File: src/rtl/mem_burst_pkg.sv
// mem_burst_pkg: shared FSM state type and output buffer sizing for mem_burst_reader
package mem_burst_pkg;
  typedef enum logic [1:0] {IDLE, BURST, DRAIN} state_t;
  localparam int BUF_DEPTH = 2;
  localparam int PTRW = $clog2(BUF_DEPTH);
  localparam int OCCW = $clog2(BUF_DEPTH + 1);
endpackage

File: src/rtl/mem_burst_buf.sv
// mem_burst_buf: small FIFO of {last, data} words; push and pop may coincide even when full
module mem_burst_buf
  import mem_burst_pkg::*;
#(
  parameter int W = 33
) (
  input  logic            clk,
  input  logic            rst,
  input  logic            push,
  input  logic            pop,
  input  logic [W-1:0]    din,
  output logic [W-1:0]    dout,
  output logic [OCCW-1:0] occ
);
  logic [W-1:0] ent [BUF_DEPTH];
  logic [PTRW-1:0] wp, rp;
  assign dout = ent[rp];
  always_ff @(posedge clk or posedge rst) begin
    if (rst) begin
      ent <= '{default: '0};
      wp  <= '0;
      rp  <= '0;
      occ <= '0;
    end else begin
      if (push) begin
        ent[wp] <= din;
        wp      <= wp + PTRW'(1);
      end
      if (pop) rp <= rp + PTRW'(1);
      occ <= occ + OCCW'(push) - OCCW'(pop);
    end
  end
endmodule

File: src/rtl/mem_burst_reader.sv
// mem_burst_reader: issues burst reads to a 1-cycle-latency sync memory and streams the words out
module mem_burst_reader
  import mem_burst_pkg::*;
#(
  parameter int ADDRWIDTH = 12,
  parameter int DATAWIDTH = 32,
  parameter int LENWIDTH  = 8
) (
  input  logic                 clk,
  input  logic                 rst,
  input  logic                 req_valid,
  output logic                 req_ready,
  input  logic [ADDRWIDTH-1:0] req_addr,
  input  logic [LENWIDTH-1:0]  req_len,
  output logic [ADDRWIDTH-1:0] mem_addr,
  input  logic [DATAWIDTH-1:0] mem_data,
  output logic                 rd_valid,
  input  logic                 rd_ready,
  output logic [DATAWIDTH-1:0] rd_data,
  output logic                 rd_last,
  output logic                 busy
);
  state_t state;
  logic [LENWIDTH-1:0] issue_cnt, ret_cnt;
  logic in_flight, pop, issue, head_last;
  logic [OCCW-1:0] occ;
  logic [OCCW:0] use_cnt;
  assign pop       = rd_valid & rd_ready;
  assign use_cnt   = (OCCW+1)'(occ) - (OCCW+1)'(pop) + (OCCW+1)'(in_flight);
  // An issue means the memory is sampling mem_addr at this edge; its word lands in the buffer next edge.
  assign issue     = (state == BURST) && (use_cnt < (OCCW+1)'(BUF_DEPTH));
  assign rd_valid  = occ != '0;
  assign rd_last   = rd_valid & head_last;
  assign busy      = state != IDLE;
  assign req_ready = (state == IDLE) & ~rst;
  mem_burst_buf #(.W(DATAWIDTH + 1)) u_buf (
    .clk  (clk),
    .rst  (rst),
    .push (in_flight),
    .pop  (pop),
    .din  ({ret_cnt == '0, mem_data}),
    .dout ({head_last, rd_data}),
    .occ  (occ)
  );
  always_ff @(posedge clk or posedge rst) begin
    if (rst) begin
      state     <= IDLE;
      mem_addr  <= '0;
      issue_cnt <= '0;
      ret_cnt   <= '0;
      in_flight <= 1'b0;
    end else begin
      in_flight <= issue;
      if (in_flight) ret_cnt <= ret_cnt - LENWIDTH'(1);
      if (issue) begin
        mem_addr  <= mem_addr + ADDRWIDTH'(1);
        issue_cnt <= issue_cnt - LENWIDTH'(1);
      end
      case (state)
        IDLE: if (req_valid) begin
          state     <= BURST;
          mem_addr  <= req_addr;
          issue_cnt <= req_len;
          ret_cnt   <= req_len;
        end
        BURST: if (issue && issue_cnt == '0) state <= DRAIN;
        DRAIN: if (pop && rd_last) state <= IDLE;
        default: state <= IDLE;
      endcase
    end
  end
endmodule

File: config.mk
export PLATFORM = sky130hd
export DESIGN_NAME = mem_burst_reader
export DESIGN_NICKNAME = d
export VERILOG_FILES = /design/src/rtl/mem_burst_pkg.sv /design/src/rtl/mem_burst_buf.sv /design/src/rtl/mem_burst_reader.sv
export SDC_FILE = /design/constraint.sdc
export NUM_CORES = 1
export LEC_CHECK = 0
export BUFFER_PORTS_ARGS = -buffer_cell sky130_fd_sc_hd__buf_2
export CAP_MARGIN = 20
export CORE_MARGIN = 4
export CORE_UTILIZATION = 40
export CTS_CLUSTER_SIZE = 25
export DETAILED_ROUTE_END_ITERATION = 8
export SKIP_CTS_REPAIR_TIMING = 1
export SYNTH_ARGS = -nofsm -noshare
export SYNTH_HDL_FRONTEND = slang
export SYNTH_SLANG_ARGS = --single-unit
File: constraint.sdc
create_clock -name clk -period 7.8 [get_ports clk]
set_input_delay 0.39 -clock clk [delete_from_list [all_inputs] [get_ports clk]]
set_output_delay 0.39 -clock clk [all_outputs]
set_load 0.01 [all_outputs]
# After elaboration in Yosys (flattened, before gate mapping)
# Cells that the tools add are included.
dict set report totals {
  regBits 101
  output_inout_bits 48
}
dict set report op_classes {
  n_addsub 9
  order_cmp 4
  eq_ne 5
  muxes 19
  bitwise 6
  reduce_logical 10
}
# operator n
set ops {}
lappend ops {{$mux W33} 4}
lappend ops {{$bwmux W66} 1}
lappend ops {{$mux W8} 6}
lappend ops {{$mux W12} 3}
lappend ops {{$demux W33 S1} 1}
lappend ops {{$logic_not A8 Y1} 2}
lappend ops {{$sub A8 B1 Y8 const B} 2}
lappend ops {{$add A12 B1 Y12 const B} 1}
lappend ops {{$mux W2} 3}
lappend ops {{$pmux W2 S3} 1}
lappend ops {{$ge A2 B2 Y1 const B} 2}
lappend ops {{$logic_and A1 B1 Y1} 4}
lappend ops {{$ne A2 B2 Y1 const B} 2}
lappend ops {{$not A1 Y2} 2}
lappend ops {{$reduce_bool A2 Y1} 2}
lappend ops {{$add A3 B1 Y3} 1}
lappend ops {{$and A1 B1 Y1} 3}
lappend ops {{$lt A3 B2 Y1 const B} 1}
lappend ops {{$reduce_and A3 Y1} 1}
lappend ops {{$sub A2 B1 Y3} 1}
lappend ops {{$add A1 B1 Y1 const B} 2}
lappend ops {{$add A2 B1 Y2} 1}
lappend ops {{$eq A2 B1 Y1 const B} 1}
lappend ops {{$eq A2 B2 Y1 const B} 1}
lappend ops {{other kinds (5)} 5}

# Depth between registers and ports, before layout
# Gate-level depths: netlist of run 1.
dict set report depth {
  ltp_word 9
  depth_mapped 14
}

# Modules after synthesis
# From an unflattened synthesis of run 1, not the netlist that was laid out.
dict set report unflattened {
  hier_cells 385
  area_unflattened_um2 5004.8
}
# module n_inst cells_per_inst area_each_um2
set modules_own_cells {}
lappend modules_own_cells {mem_burst_buf 1 191 3188.1}
lappend modules_own_cells {mem_burst_reader 1 194 1816.7}

# Least setup slack after synthesis of run 1
# OpenSTA, ideal clock, no wires.
dict set report synth_timing {
  kind {reg-to-reg}
  from {reg u_buf.occ[1]}
  to {reg mem_addr[10]}
  arrival_time_ps 3061
  required_time_ps 7718
  setup_slack_ps 4657
  path_stages_with_launch 14
  synth_period_minus_slack_ps 3143
  cell_sequence {dfrtp_1 nor2_1 inv_1 nand2_1 inv_1 ha_1 inv_1 ha_1 inv_1 fa_1 nand3b_4 or3_4 or4_1 a31oi_1}
}
dict set report synth_between {
  elab_chain_len 9
}
# item line
set synth_rtl {}
lappend synth_rtl {{start, declared} mem_burst_buf.sv:13} ;# output logic [OCCW-1:0] occ
lappend synth_rtl {{start signal, assigned} mem_burst_buf.sv:30} ;# occ <= occ + OCCW'(push) - OCCW'(pop);
lappend synth_rtl {{$reduce_bool A2 Y1 (*)} mem_burst_reader.sv:32} ;# assign rd_valid = occ != '0;
lappend synth_rtl {{net rd_valid} mem_burst_reader.sv:17} ;# output logic rd_valid,
lappend synth_rtl {{$and A1 B1 Y1 (*)} mem_burst_reader.sv:28} ;# assign pop = rd_valid & rd_ready;
lappend synth_rtl {{net pop} mem_burst_reader.sv:25} ;# logic in_flight, pop, issue, head_last;
lappend synth_rtl {{$sub A2 B1 Y3 (*)} mem_burst_reader.sv:29} ;# assign use_cnt = (OCCW+1)'(occ) - (OCCW+1)'(pop) + (OCCW+1)'(in_flight);
lappend synth_rtl {{$add A3 B1 Y3 (*)} mem_burst_reader.sv:29}
lappend synth_rtl {{$lt A3 B2 Y1 (*)} mem_burst_reader.sv:31} ;# assign issue = (state == BURST) && (use_cnt < (OCCW+1)'(BUF_DEPTH));
lappend synth_rtl {{$logic_and A1 B1 Y1 (*)} mem_burst_reader.sv:31}
lappend synth_rtl {{$mux W12 (*)} mem_burst_reader.sv:55} ;# if (issue) begin
lappend synth_rtl {{$mux W12} mem_burst_reader.sv:60} ;# IDLE: if (req_valid) begin
lappend synth_rtl {{$mux W12 (*)} mem_burst_reader.sv:59} ;# case (state)
lappend synth_rtl {{end signal, assigned} mem_burst_reader.sv:56} ;# mem_addr <= mem_addr + ADDRWIDTH'(1);
lappend synth_rtl {{end signal, assigned} mem_burst_reader.sv:62} ;# mem_addr <= req_addr;
lappend synth_rtl {{end, declared} mem_burst_reader.sv:15} ;# output logic [ADDRWIDTH-1:0] mem_addr,
# The timed path passes the listed nets; every way through them passes the cells marked *.
# A chain may end at the register's enable or synchronous reset.

# Final worst setup path of run 1
dict set report layout_timing {
  from {reg u_buf.occ[1]}
  to {reg mem_addr[10]}
}
dict set report layout_between {
  elab_chain_len 9
}
# item line
set layout_rtl {}
lappend layout_rtl {{$reduce_bool A2 Y1 (*)} mem_burst_reader.sv:32}
lappend layout_rtl {{$and A1 B1 Y1 (*)} mem_burst_reader.sv:28}
lappend layout_rtl {{net pop} mem_burst_reader.sv:25}
lappend layout_rtl {{$sub A2 B1 Y3 (*)} mem_burst_reader.sv:29}
lappend layout_rtl {{$add A3 B1 Y3 (*)} mem_burst_reader.sv:29}
lappend layout_rtl {{$lt A3 B2 Y1 (*)} mem_burst_reader.sv:31}
lappend layout_rtl {{$logic_and A1 B1 Y1 (*)} mem_burst_reader.sv:31}
lappend layout_rtl {{$mux W12 (*)} mem_burst_reader.sv:55}
lappend layout_rtl {{$mux W12} mem_burst_reader.sv:60}
lappend layout_rtl {{$mux W12 (*)} mem_burst_reader.sv:59}
# Marked as above.

==> out/results.ini, run 1 <==
[run_status]
status=finished clean

[yosys]
yosys-top-cells-area=dfrtp_1 (53%), mux2_2 (15%), nand2_1 (9.4%)
synth_warnings=0
synthArstFlopShare_pct=100.0
syn_area_mm2=0.004733
synth_cells=454
ys_seq_area_share_pct=53.40
synth-main-ff-cell=dfrtp_1
syn-mean-instance-area_um2=10.43
ys_types=36
synth-edff-count=0
ys_seq_elements=101
yosysTopAreaCell=dfrtp_1
synth_nets=517
synthDominantCellAreaShare_pct=53.40

[timing]
tightest_slew_ns=0.9510
slew_viol_final=0
finalHoldViolCount=0
slew-limit-headroom_pct=36.60
setup_viol_count_final=0
fin_crit_sh_pct=42.46
max_freq_ghz=0.3020
holdWs_ns=0.01206
setup_tns_ns=0
setup_ws_ns=4.488
finalClockSkew_ns=0.006865
min_period_ns=3.312
rsz0062_at_grt=false

[grt]
grt_usage_pct=15.89
grt_max_degree=78
grt_pass1_wl_um=16950
overflow=0
antenna_found_initial=0
first_global_vias=3564

[die]
dieArea_mm2=0.01364
die_h_um=116.8
io_pins=104
die_x_um=116.8
initial_core_util_pct=41.10
std_cell_rows=39
coreArea_mm2=0.01152

[route]
totalWireLength_um=10340
wl_per_cell_um=14.76
vias_per_cell=4.977
num_vias=3484
antenna_left=0
drc=0
dr.pass1.iters=4
first_iter_violations=212

[critical_path]
r2r-start=u_buf.occ[1]$_DFF_PP0_
critPathCaptureType=flop
start_kind=flop
cp.required_ns=8.07
cpMostUsedCell=inv_1
timing.critical_path.buf_inv=4
critical_path_class=reg -> reg
r2r_slack_ns=4.49
crit_fanout=6
rr_worst_depth=13
crit_arrival_ns=3.58
critPathMaxStageDelay_ns=0.58
critPathTopFamily=simple AND/OR/NAND/NOR gates
crit_chain=nor2_1, inv_1, nand2_1, inv_1, ha_1, inv_1, ha_1, inv_1, fa_1, nand3b_4, or3_4, or4_1, a31oi_1
r2r_end=mem_addr[10]$_DFF_PP0_
cp_slowest_cell=fa_1

[cts]
cts_inserted_buffers=9
clock_latency_ns=0.34
cts_tree=built
clock_path_buffers=2
htreeDepth=3
clock-root-buffer=clkbuf_16
cts_sinks=101
clkTransAtPathRegs_ns=0.07

[job]
drv_cap=0

[power_and_ir_drop]
ir_worst_vdd_mv=0.1600
p_per_area_mw_per_mm2=427.3
p_leak_nw=2.666

[final_layout]
area.growth.synth_to_final_pct=20.01
fin_cells=700
layout-drive-gt1-share_pct=35.55
final_cell_mix=nand2_1 (118), buf_2 (103), dfrtp_1 (101)
utilization_pct=49.33
final_common_cell=nand2_1
num_antenna_cells=0
layout.nets=615

[place]
dp_cells=683
portBuffers=103
dp_worst_setup_slack_ns=4.483
gp_congestion=0.7665
dp_hpwl_um=7197

[hold_path]
min_path_type=in -> async

[stage by stage]
step	area [um2]	power, mW
after detailed placement	5393	2.031
final	5680	2.427
after floorplan	4733	1.687
after global routing	5680	2.626
after CTS	5669	2.459
after global placement	5393	1.992
[metal layers]
metal	vias up	GRT usage, %	wire length [um]
met5	-	0	0
met4	0	6.575	138
met3	9	2.211	399
met2	69	26.36	4962
met1	1672	21.01	4833
li1	1734	-	-
[cell type report]
class | count | area (um2)
Fill cell | 1079 | 5836
Clock buffer | 9 | 225.2
Multi-Input combinational cell | 318 | 2082
Tap cell | 143 | 178.9
Timing Repair Buffer | 109 | 564.3
Clock inverter | 7 | 51.30
Sequential cell | 101 | 2527
Inverter | 13 | 51.30
[cells by family (layout without fill, tap and decap cells)]
family / after synthesis / in the layout / share of synthesized area, %
adder cells (fa/ha/maj): 7 / 7 / 2.009
flip-flops: 101 / 101 / 53.40
buffers and inverters: 35 / 138 / 2.776
multiplexers: 67 / 67 / 15.89
XOR/XNOR: 23 / 23 / 4.256
AO/OA/AOI/OAI: 36 / 36 / 4.282
AND/OR/NAND/NOR: 185 / 185 / 17.39
[report_power, final]
group / switching (mW) / leakage (nW) / internal (mW) / total [mW]
registers: 0.186 / 1.19 / 0.779 / 0.965
clock network: 0.202 / 0.132 / 0.217 / 0.419
logic: 0.526 / 1.34 / 0.517 / 1.04
total: 0.913 / 2.67 / 1.51 / 2.43
[cell usage after synthesis (2+ instances only)]
library cell and number:
o31ai_1 2, or4_1 2, a31oi_1 4, nand4_1 6, nand3_1 8, xnor2_1 13
or3_1 2, dfrtp_1 101, nor2_1 23, a21oi_1 13, mux2i_1 2, clkbuf_1 20
nand2b_1 2, ha_1 6, inv_1 13, nand4b_1 2, nor3_1 7, nand2_1 118
mux2_2 65, nor4b_1 2, o21ai_0 13, xor2_1 10, nor4_1 6, buf_1 2
[sequential cells by signal (all words and copies together) (netlist names)]
signal,flops
u_buf.rp,1
ret_cnt,8
u_buf.occ,2
state,2
u_buf.wp,1
in_flight,1
u_buf.ent,66
mem_addr,12
issue_cnt,8
[how the worst max path moves through the flow]
stage                             endpoint  cells after the start                   start  slack [ns]
floorplan           mem_addr[10]$_DFF_PP0_                     13  u_buf.occ[1]$_DFF_PP0_        4.66
global placement    mem_addr[10]$_DFF_PP0_                     13  u_buf.occ[1]$_DFF_PP0_        4.59
detailed placement  mem_addr[10]$_DFF_PP0_                     13  u_buf.occ[1]$_DFF_PP0_        4.48
CTS                 mem_addr[10]$_DFF_PP0_                     13  u_buf.occ[1]$_DFF_PP0_        4.48
global route        mem_addr[10]$_DFF_PP0_                     13  u_buf.occ[1]$_DFF_PP0_        4.24
finish              mem_addr[10]$_DFF_PP0_                     13  u_buf.occ[1]$_DFF_PP0_        4.49
No activity file was read; power rests on OpenSTA's default activity.
==> run 2: changes to the inputs <==
==> constraint.sdc (replaced) <==
create_clock -name clk -period 3.4 [get_ports clk]
set_input_delay 0.17 -clock clk [delete_from_list [all_inputs] [get_ports clk]]
set_output_delay 0.17 -clock clk [all_outputs]
set_load 0.01 [all_outputs]
==> run 2 against run 1 <==
- clock power rose to 2.6 times the previous value
- the flow now finishes with violations (negative hold slack)
- largest power group unchanged
- fmax rose by 3.9%
- cell count rose by 0.57%
- critical endpoint unchanged
- sequential share of layout area fell by 0.65 points
- critical path type unchanged
- utilization rose by 0.73 points
- worst hold slack got worse by 0.051 ns
==> out/results.ini, run 2 (same netlist as run 1, synthesis figures left out) <==
[final_layout]
largest_register_ffs=66  ; unchanged
top_regs=u_buf.ent (66), mem_addr (12)
final_cell_mix=nand2_1 (118), buf_2 (103), dfrtp_1 (101)
layout-drive-gt1-share_pct=36.01  ; +0.46 points
area.growth.synth_to_final_pct=21.78
fin_cells=704  ; +0.57%
final_common_cell=nand2_1
largest_register=u_buf.ent
layout.nets=620  ; +0.81%
num_antenna_cells=0  ; unchanged

[grt]
antenna_found_initial=0  ; unchanged
grt_max_degree=60  ; -23%
overflow=0  ; unchanged
grt_pass1_wl_um=17010  ; +0.32%
grt_usage_pct=15.94  ; +0.053 points
first_global_vias=3545  ; -0.53%

[route]
first_iter_violations=146  ; -31%
drc=0  ; unchanged
wl_per_cell_um=14.81  ; +0.30%
num_vias=3539  ; +1.6%
totalWireLength_um=10430  ; +0.87%
dr.pass1.iters=4  ; unchanged
antenna_left=0  ; unchanged
vias_per_cell=5.027  ; +1.0%

[power_and_ir_drop]
ir_worst_vdd_mv=0.3750  ; +130%
p_leak_nw=2.721  ; +2.1%
p_per_area_mw_per_mm2=997.8  ; +130%

[critical_path]
critPathTopFamily=simple AND/OR/NAND/NOR gates
critPathMaxStageDelay_ns=0.57  ; about the same
timing.critical_path.buf_inv=4  ; unchanged
critical_path_class=reg -> reg
cpMostUsedCell=inv_1
critPathCaptureType=flop
cp.required_ns=3.66  ; -4.41 ns
start_kind=flop
crit_chain=nor2_1, inv_1, nand2_1, inv_1, ha_1, inv_1, ha_1, inv_1, fa_1, nand3b_4, or3_4, or4_1, a31oi_1
crit_fanout=6  ; unchanged
crit_arrival_ns=3.45  ; -0.13 ns
cp_slowest_cell=fa_1

[timing]
max_freq_ghz=0.3136  ; +3.9%
setup_ws_ns=0.2113  ; -4.277 ns
rsz0062_at_grt=false
finalClockSkew_ns=0.005570  ; -0.001294 ns
slew-limit-headroom_pct=51.36  ; +15 points
holdWs_ns=-0.03907  ; -0.05112 ns
setup_viol_count_final=0  ; unchanged
min_period_ns=3.189  ; -0.1231 ns
fin_crit_sh_pct=93.78  ; +51 points
tightest_slew_ns=0.7297  ; -0.2214 ns
finalHoldViolCount=57  ; +57
slew_viol_final=0  ; unchanged
setup_tns_ns=0  ; unchanged

[place]
dp_worst_setup_slack_ns=0.1936  ; -4.290 ns
dp_cells=689  ; +0.88%
dp_hpwl_um=7269  ; +0.99%
gp_congestion=0.7880  ; +2.8%
portBuffers=103  ; unchanged

[job]
drv_cap=0  ; unchanged

[cts]
clock_latency_ns=0.34  ; about the same
cts_sinks=101  ; unchanged
htreeDepth=3  ; unchanged
cts_inserted_buffers=9  ; unchanged
cts_tree=built
clock_path_buffers=2  ; unchanged
clock-root-buffer=clkbuf_16
clkTransAtPathRegs_ns=0.06  ; about the same

[hold_path]
min_path_type=in -> async

[run_status]
status=complete, but fails checks
violations=negative hold slack

[die]
std_cell_rows=39  ; unchanged
die_h_um=116.8  ; unchanged
coreArea_mm2=0.01152  ; unchanged
die_x_um=116.8  ; unchanged
dieArea_mm2=0.01364  ; unchanged
io_pins=104  ; unchanged
initial_core_util_pct=41.10  ; unchanged

==> run 2: final timing paths <==
path / start / to / slack [ns] / depth (start not counted)
max: u_buf.occ[1]$_DFF_PP0_ / mem_addr[10]$_DFF_PP0_ / 0.21 / 13
min: rst / u_buf.ent[24]$_DFFE_PP0P_ / -0.04 / 2
max reg2reg: u_buf.occ[1]$_DFF_PP0_ / mem_addr[10]$_DFF_PP0_ / 0.21 / 13
min reg2reg: u_buf.ent[42]$_DFFE_PP0P_ / u_buf.ent[42]$_DFFE_PP0P_ / 0.47 / 2
max in group asynchronous: rst / u_buf.ent[15]$_DFFE_PP0P_ / 2.65 / 3
min in group clk: req_addr[3] / mem_addr[3]$_DFF_PP0_ / 0.03 / 3
==> run 2: layer usage <==
layer  up-vias  share of wire (%)  global-route usage [%]
met3         8                4.5                   4.165
met2        82                 48                   25.86
met1      1713                 47                   21.10
li1       1736                  -                       -
met5         -                  0                       0
met4         0                1.0                   4.817
==> run 2: stage by stage <==
| stage | instance area, um2 | util [%] | power (mW) |
|---|---|---|---|
| 3_5_place_dp | 5450 | 47.33 | 4.719 |
| 5_1_grt | 5764 | 50.05 | 6.212 |
| 4_1_cts | 5764 | 50.05 | 5.837 |
| 3_3_place_gp | 5450 | 47.33 | 4.653 |
| 6_report | 5764 | 50.05 | 5.752 |
| 2_1_floorplan | 4733 | - | 3.871 |
==> run 2: cell type report <==
cell class	count	area [um2]
multi-input cells	318	2082
clock buffers	10	239.0
clock inverters	5	75.07
flip-flops and latches	101	2527
repair buffers	114	610.6
inverters	13	51.30
fillers	1080	5752
well taps	143	178.9
==> run 2: where the power goes <==
| part | switching, mW | internal, mW |
|---|---|---|
| logic | 1.21 | 1.25 |
| clock network | 0.427 | 0.657 |
| registers | 0.414 | 1.79 |
==> run 3: changes to the inputs <==
--- a/config.mk
+++ b/config.mk
@@ -7,6 +7,7 @@
 export LEC_CHECK = 0
 export BUFFER_PORTS_ARGS = -buffer_cell sky130_fd_sc_hd__buf_2
 export CAP_MARGIN = 20
+export CORE_ASPECT_RATIO = 0.8
 export CORE_MARGIN = 4
 export CORE_UTILIZATION = 40
 export CTS_CLUSTER_SIZE = 25
==> run 3 against run 2 <==
- the flow now finishes without violations
- largest cell class unchanged
- fmax is essentially flat
- critical path depth is the same
- total power shrank 1.6%
- cell count grew 0.85%
- worst hold slack gained 0.068 ns
- register-to-register slack is essentially flat
- die area is essentially flat
- utilization shrank 0.57 points
- clock power shrank 11%
==> out/results.ini, run 3 (same netlist as run 1, synthesis figures left out) <==
[final_layout]
fin_cells=710  ; +0.85%
largest_register_ffs=66  ; unchanged
final_cell_mix=nand2_1 (118), buf_2 (103), dfrtp_1 (101)
regArea_mm2=0.002527  ; unchanged
layout-drive-gt1-share_pct=35.41  ; -0.60 points
multi_input_area_mm2=0.002082  ; unchanged
fill_cells=1064  ; -1.5%
area.growth.synth_to_final_pct=20.86
final_cell_area_mm2=0.005720  ; -0.76%
largest_register=u_buf.ent
layout.nets=620  ; unchanged
final_common_cell=nand2_1
top_regs=u_buf.ent (66), mem_addr (12)
utilization_pct=49.48  ; -0.57 points
num_antenna_cells=0  ; unchanged

[critical_path]
crit_fanout=6  ; unchanged
rr_worst_depth=13  ; unchanged
critPathTopFamily=simple AND/OR/NAND/NOR gates
critPathCaptureType=flop
critical_path_class=reg -> reg
start_kind=flop
r2r_slack_ns=0.21  ; about the same
crit_arrival_ns=3.46  ; about the same
critPathMaxStageDelay_ns=0.59  ; +0.02 ns
cp_slowest_cell=fa_1
cpMostUsedCell=inv_1
r2r_end=mem_addr[10]$_DFF_PP0_
r2r-start=u_buf.occ[1]$_DFF_PP0_
cp.required_ns=3.66  ; about the same
crit_chain=nor2_1, inv_1, nand2_1, inv_1, ha_1, inv_1, ha_1, inv_1, fa_1, nand3b_4, or3_4, or4_1, a31oi_1
timing.critical_path.buf_inv=4  ; unchanged

[route]
drc=0  ; unchanged
num_vias=3559  ; +0.57%
wl_per_cell_um=15.39  ; +3.9%
wl_met3_um=516  ; +8.9%
wl_met1_um=5203  ; +7.0%
top_layer=met4
wl_met2_um=5042  ; +1.2%
antenna_left=0  ; unchanged
dr.pass1.iters=4  ; unchanged
first_iter_violations=155  ; +6.2%
totalWireLength_um=10920  ; +4.8%
vias_per_cell=5.013  ; -0.28%

[power_and_ir_drop]
p_int_mw=3.565  ; -3.6%
switching_power_mw=2.093  ; +1.9%
p_per_area_mw_per_mm2=989.0  ; -0.88%
p_clk_share_pct=17.0  ; -1.8 points
p_comb_share_pct=43.9  ; +1.0 points
seq_power_share_pct=39.2  ; +0.9 points
ir_worst_vdd_mv=0.3569  ; -4.8%
finalPower_mw=5.658  ; -1.6%
swShare_pct=36.99  ; +1.3 points
p_leak_nw=2.693  ; -1.0%

[timing]
setup_tns_ns=0  ; unchanged
slew_viol_final=0  ; unchanged
tightest_slew_ns=0.8976  ; +0.1679 ns
fin_crit_sh_pct=93.86  ; about the same
setup_ws_ns=0.2088  ; -0.002520 ns
slew-limit-headroom_pct=40.16  ; -11 points
holdWs_ns=0.02913  ; +0.06820 ns
setup_viol_count_final=0  ; unchanged
rsz0062_at_grt=false
max_freq_ghz=0.3134  ; about the same
finalClockSkew_ns=0.004142  ; -0.001428 ns
finalHoldViolCount=0  ; -100%
min_period_ns=3.191  ; +0.002520 ns

[cts]
clock_latency_ns=0.34  ; about the same
clock_path_buffers=2  ; unchanged
cts_tree=built
htreeDepth=3  ; unchanged
clock-root-buffer=clkbuf_16
cts_inserted_buffers=9  ; unchanged
cts_sinks=101  ; unchanged
clkTransAtPathRegs_ns=0.06  ; about the same

[grt]
antenna_found_initial=0  ; unchanged
grt_pass1_wl_um=18020  ; +5.9%
grt_usage_pct=16.56  ; +0.62 points
overflow=0  ; unchanged
first_global_vias=3580  ; +0.99%
grt_max_degree=74  ; +23%

[die]
std_cell_rows=35  ; -10%
io_pins=104  ; unchanged
die_x_um=129.6  ; +11%
dieArea_mm2=0.01365  ; about the same
initial_core_util_pct=40.94  ; -0.16 points
die_h_um=105.3  ; -9.8%
coreArea_mm2=0.01156  ; +0.39%

[place]
dp_cells=693  ; +0.58%
dp_hpwl_um=7471  ; +2.8%
dp_worst_setup_slack_ns=0.1861  ; -0.007531 ns
portBuffers=103  ; unchanged
gp_congestion=0.8134  ; +3.2%
postPlaceCellArea_mm2=0.005436  ; -0.25%

[job]
drv_cap=0  ; unchanged

[hold_path]
min_path_type=in -> async

[run_status]
status=finished clean

==> run 3: metal layers <==
layer / vias up / global-route usage (%)
met5: - / 0
met4: 0 / 4.748
met3: 12 / 4.053
met2: 73 / 24.94
met1: 1737 / 23.78
li1: 1737 / -
==> run 3: worst reg2reg max path, cell delays in order (launching register included) <==
cell,delay (ns)
dfrtp_1,0.38
nor2_1,0.17
inv_1,0.07
nand2_1,0.13
inv_1,0.06
ha_1,0.28
inv_1,0.06
ha_1,0.13
inv_1,0.05
fa_1,0.59
nand3b_4,0.13
or3_4,0.42
or4_1,0.50
a31oi_1,0.16
==> run 3: worst max path at each step <==
stage               depth (start not counted)  slack (ns)              startpoint                endpoint
floorplan                                  13        0.26  u_buf.occ[1]$_DFF_PP0_  mem_addr[10]$_DFF_PP0_
global placement                           13        0.28  u_buf.occ[1]$_DFF_PP0_  mem_addr[10]$_DFF_PP0_
detailed placement                         13        0.19  u_buf.occ[1]$_DFF_PP0_  mem_addr[10]$_DFF_PP0_
CTS                                        13        0.19  u_buf.occ[1]$_DFF_PP0_  mem_addr[10]$_DFF_PP0_
global route                               13       0.004  u_buf.occ[1]$_DFF_PP0_   mem_addr[8]$_DFF_PP0_
finish                                     13        0.21  u_buf.occ[1]$_DFF_PP0_  mem_addr[10]$_DFF_PP0_
==> run 3: final cells by class <==
type | instances | share of cell area [%]
clock inverter | 1 | 0.08749
clock buffer | 15 | 4.681
tap | 148 | 3.237
sequential | 101 | 44.18
timing repair buffer | 114 | 10.52
inverter | 13 | 0.8968
multi-input combinational | 318 | 36.40
==> run 3: power groups by stage <==
stage	clock [mW]	sequential, mW	combinational [mW]
2_1_floorplan	0	2.12	1.75
3_3_place_gp	0	2.20	2.44
3_5_place_dp	0	2.23	2.49
4_1_cts	0.986	2.22	2.52
5_1_grt	1.03	2.30	2.76
6_report	0.961	2.22	2.48
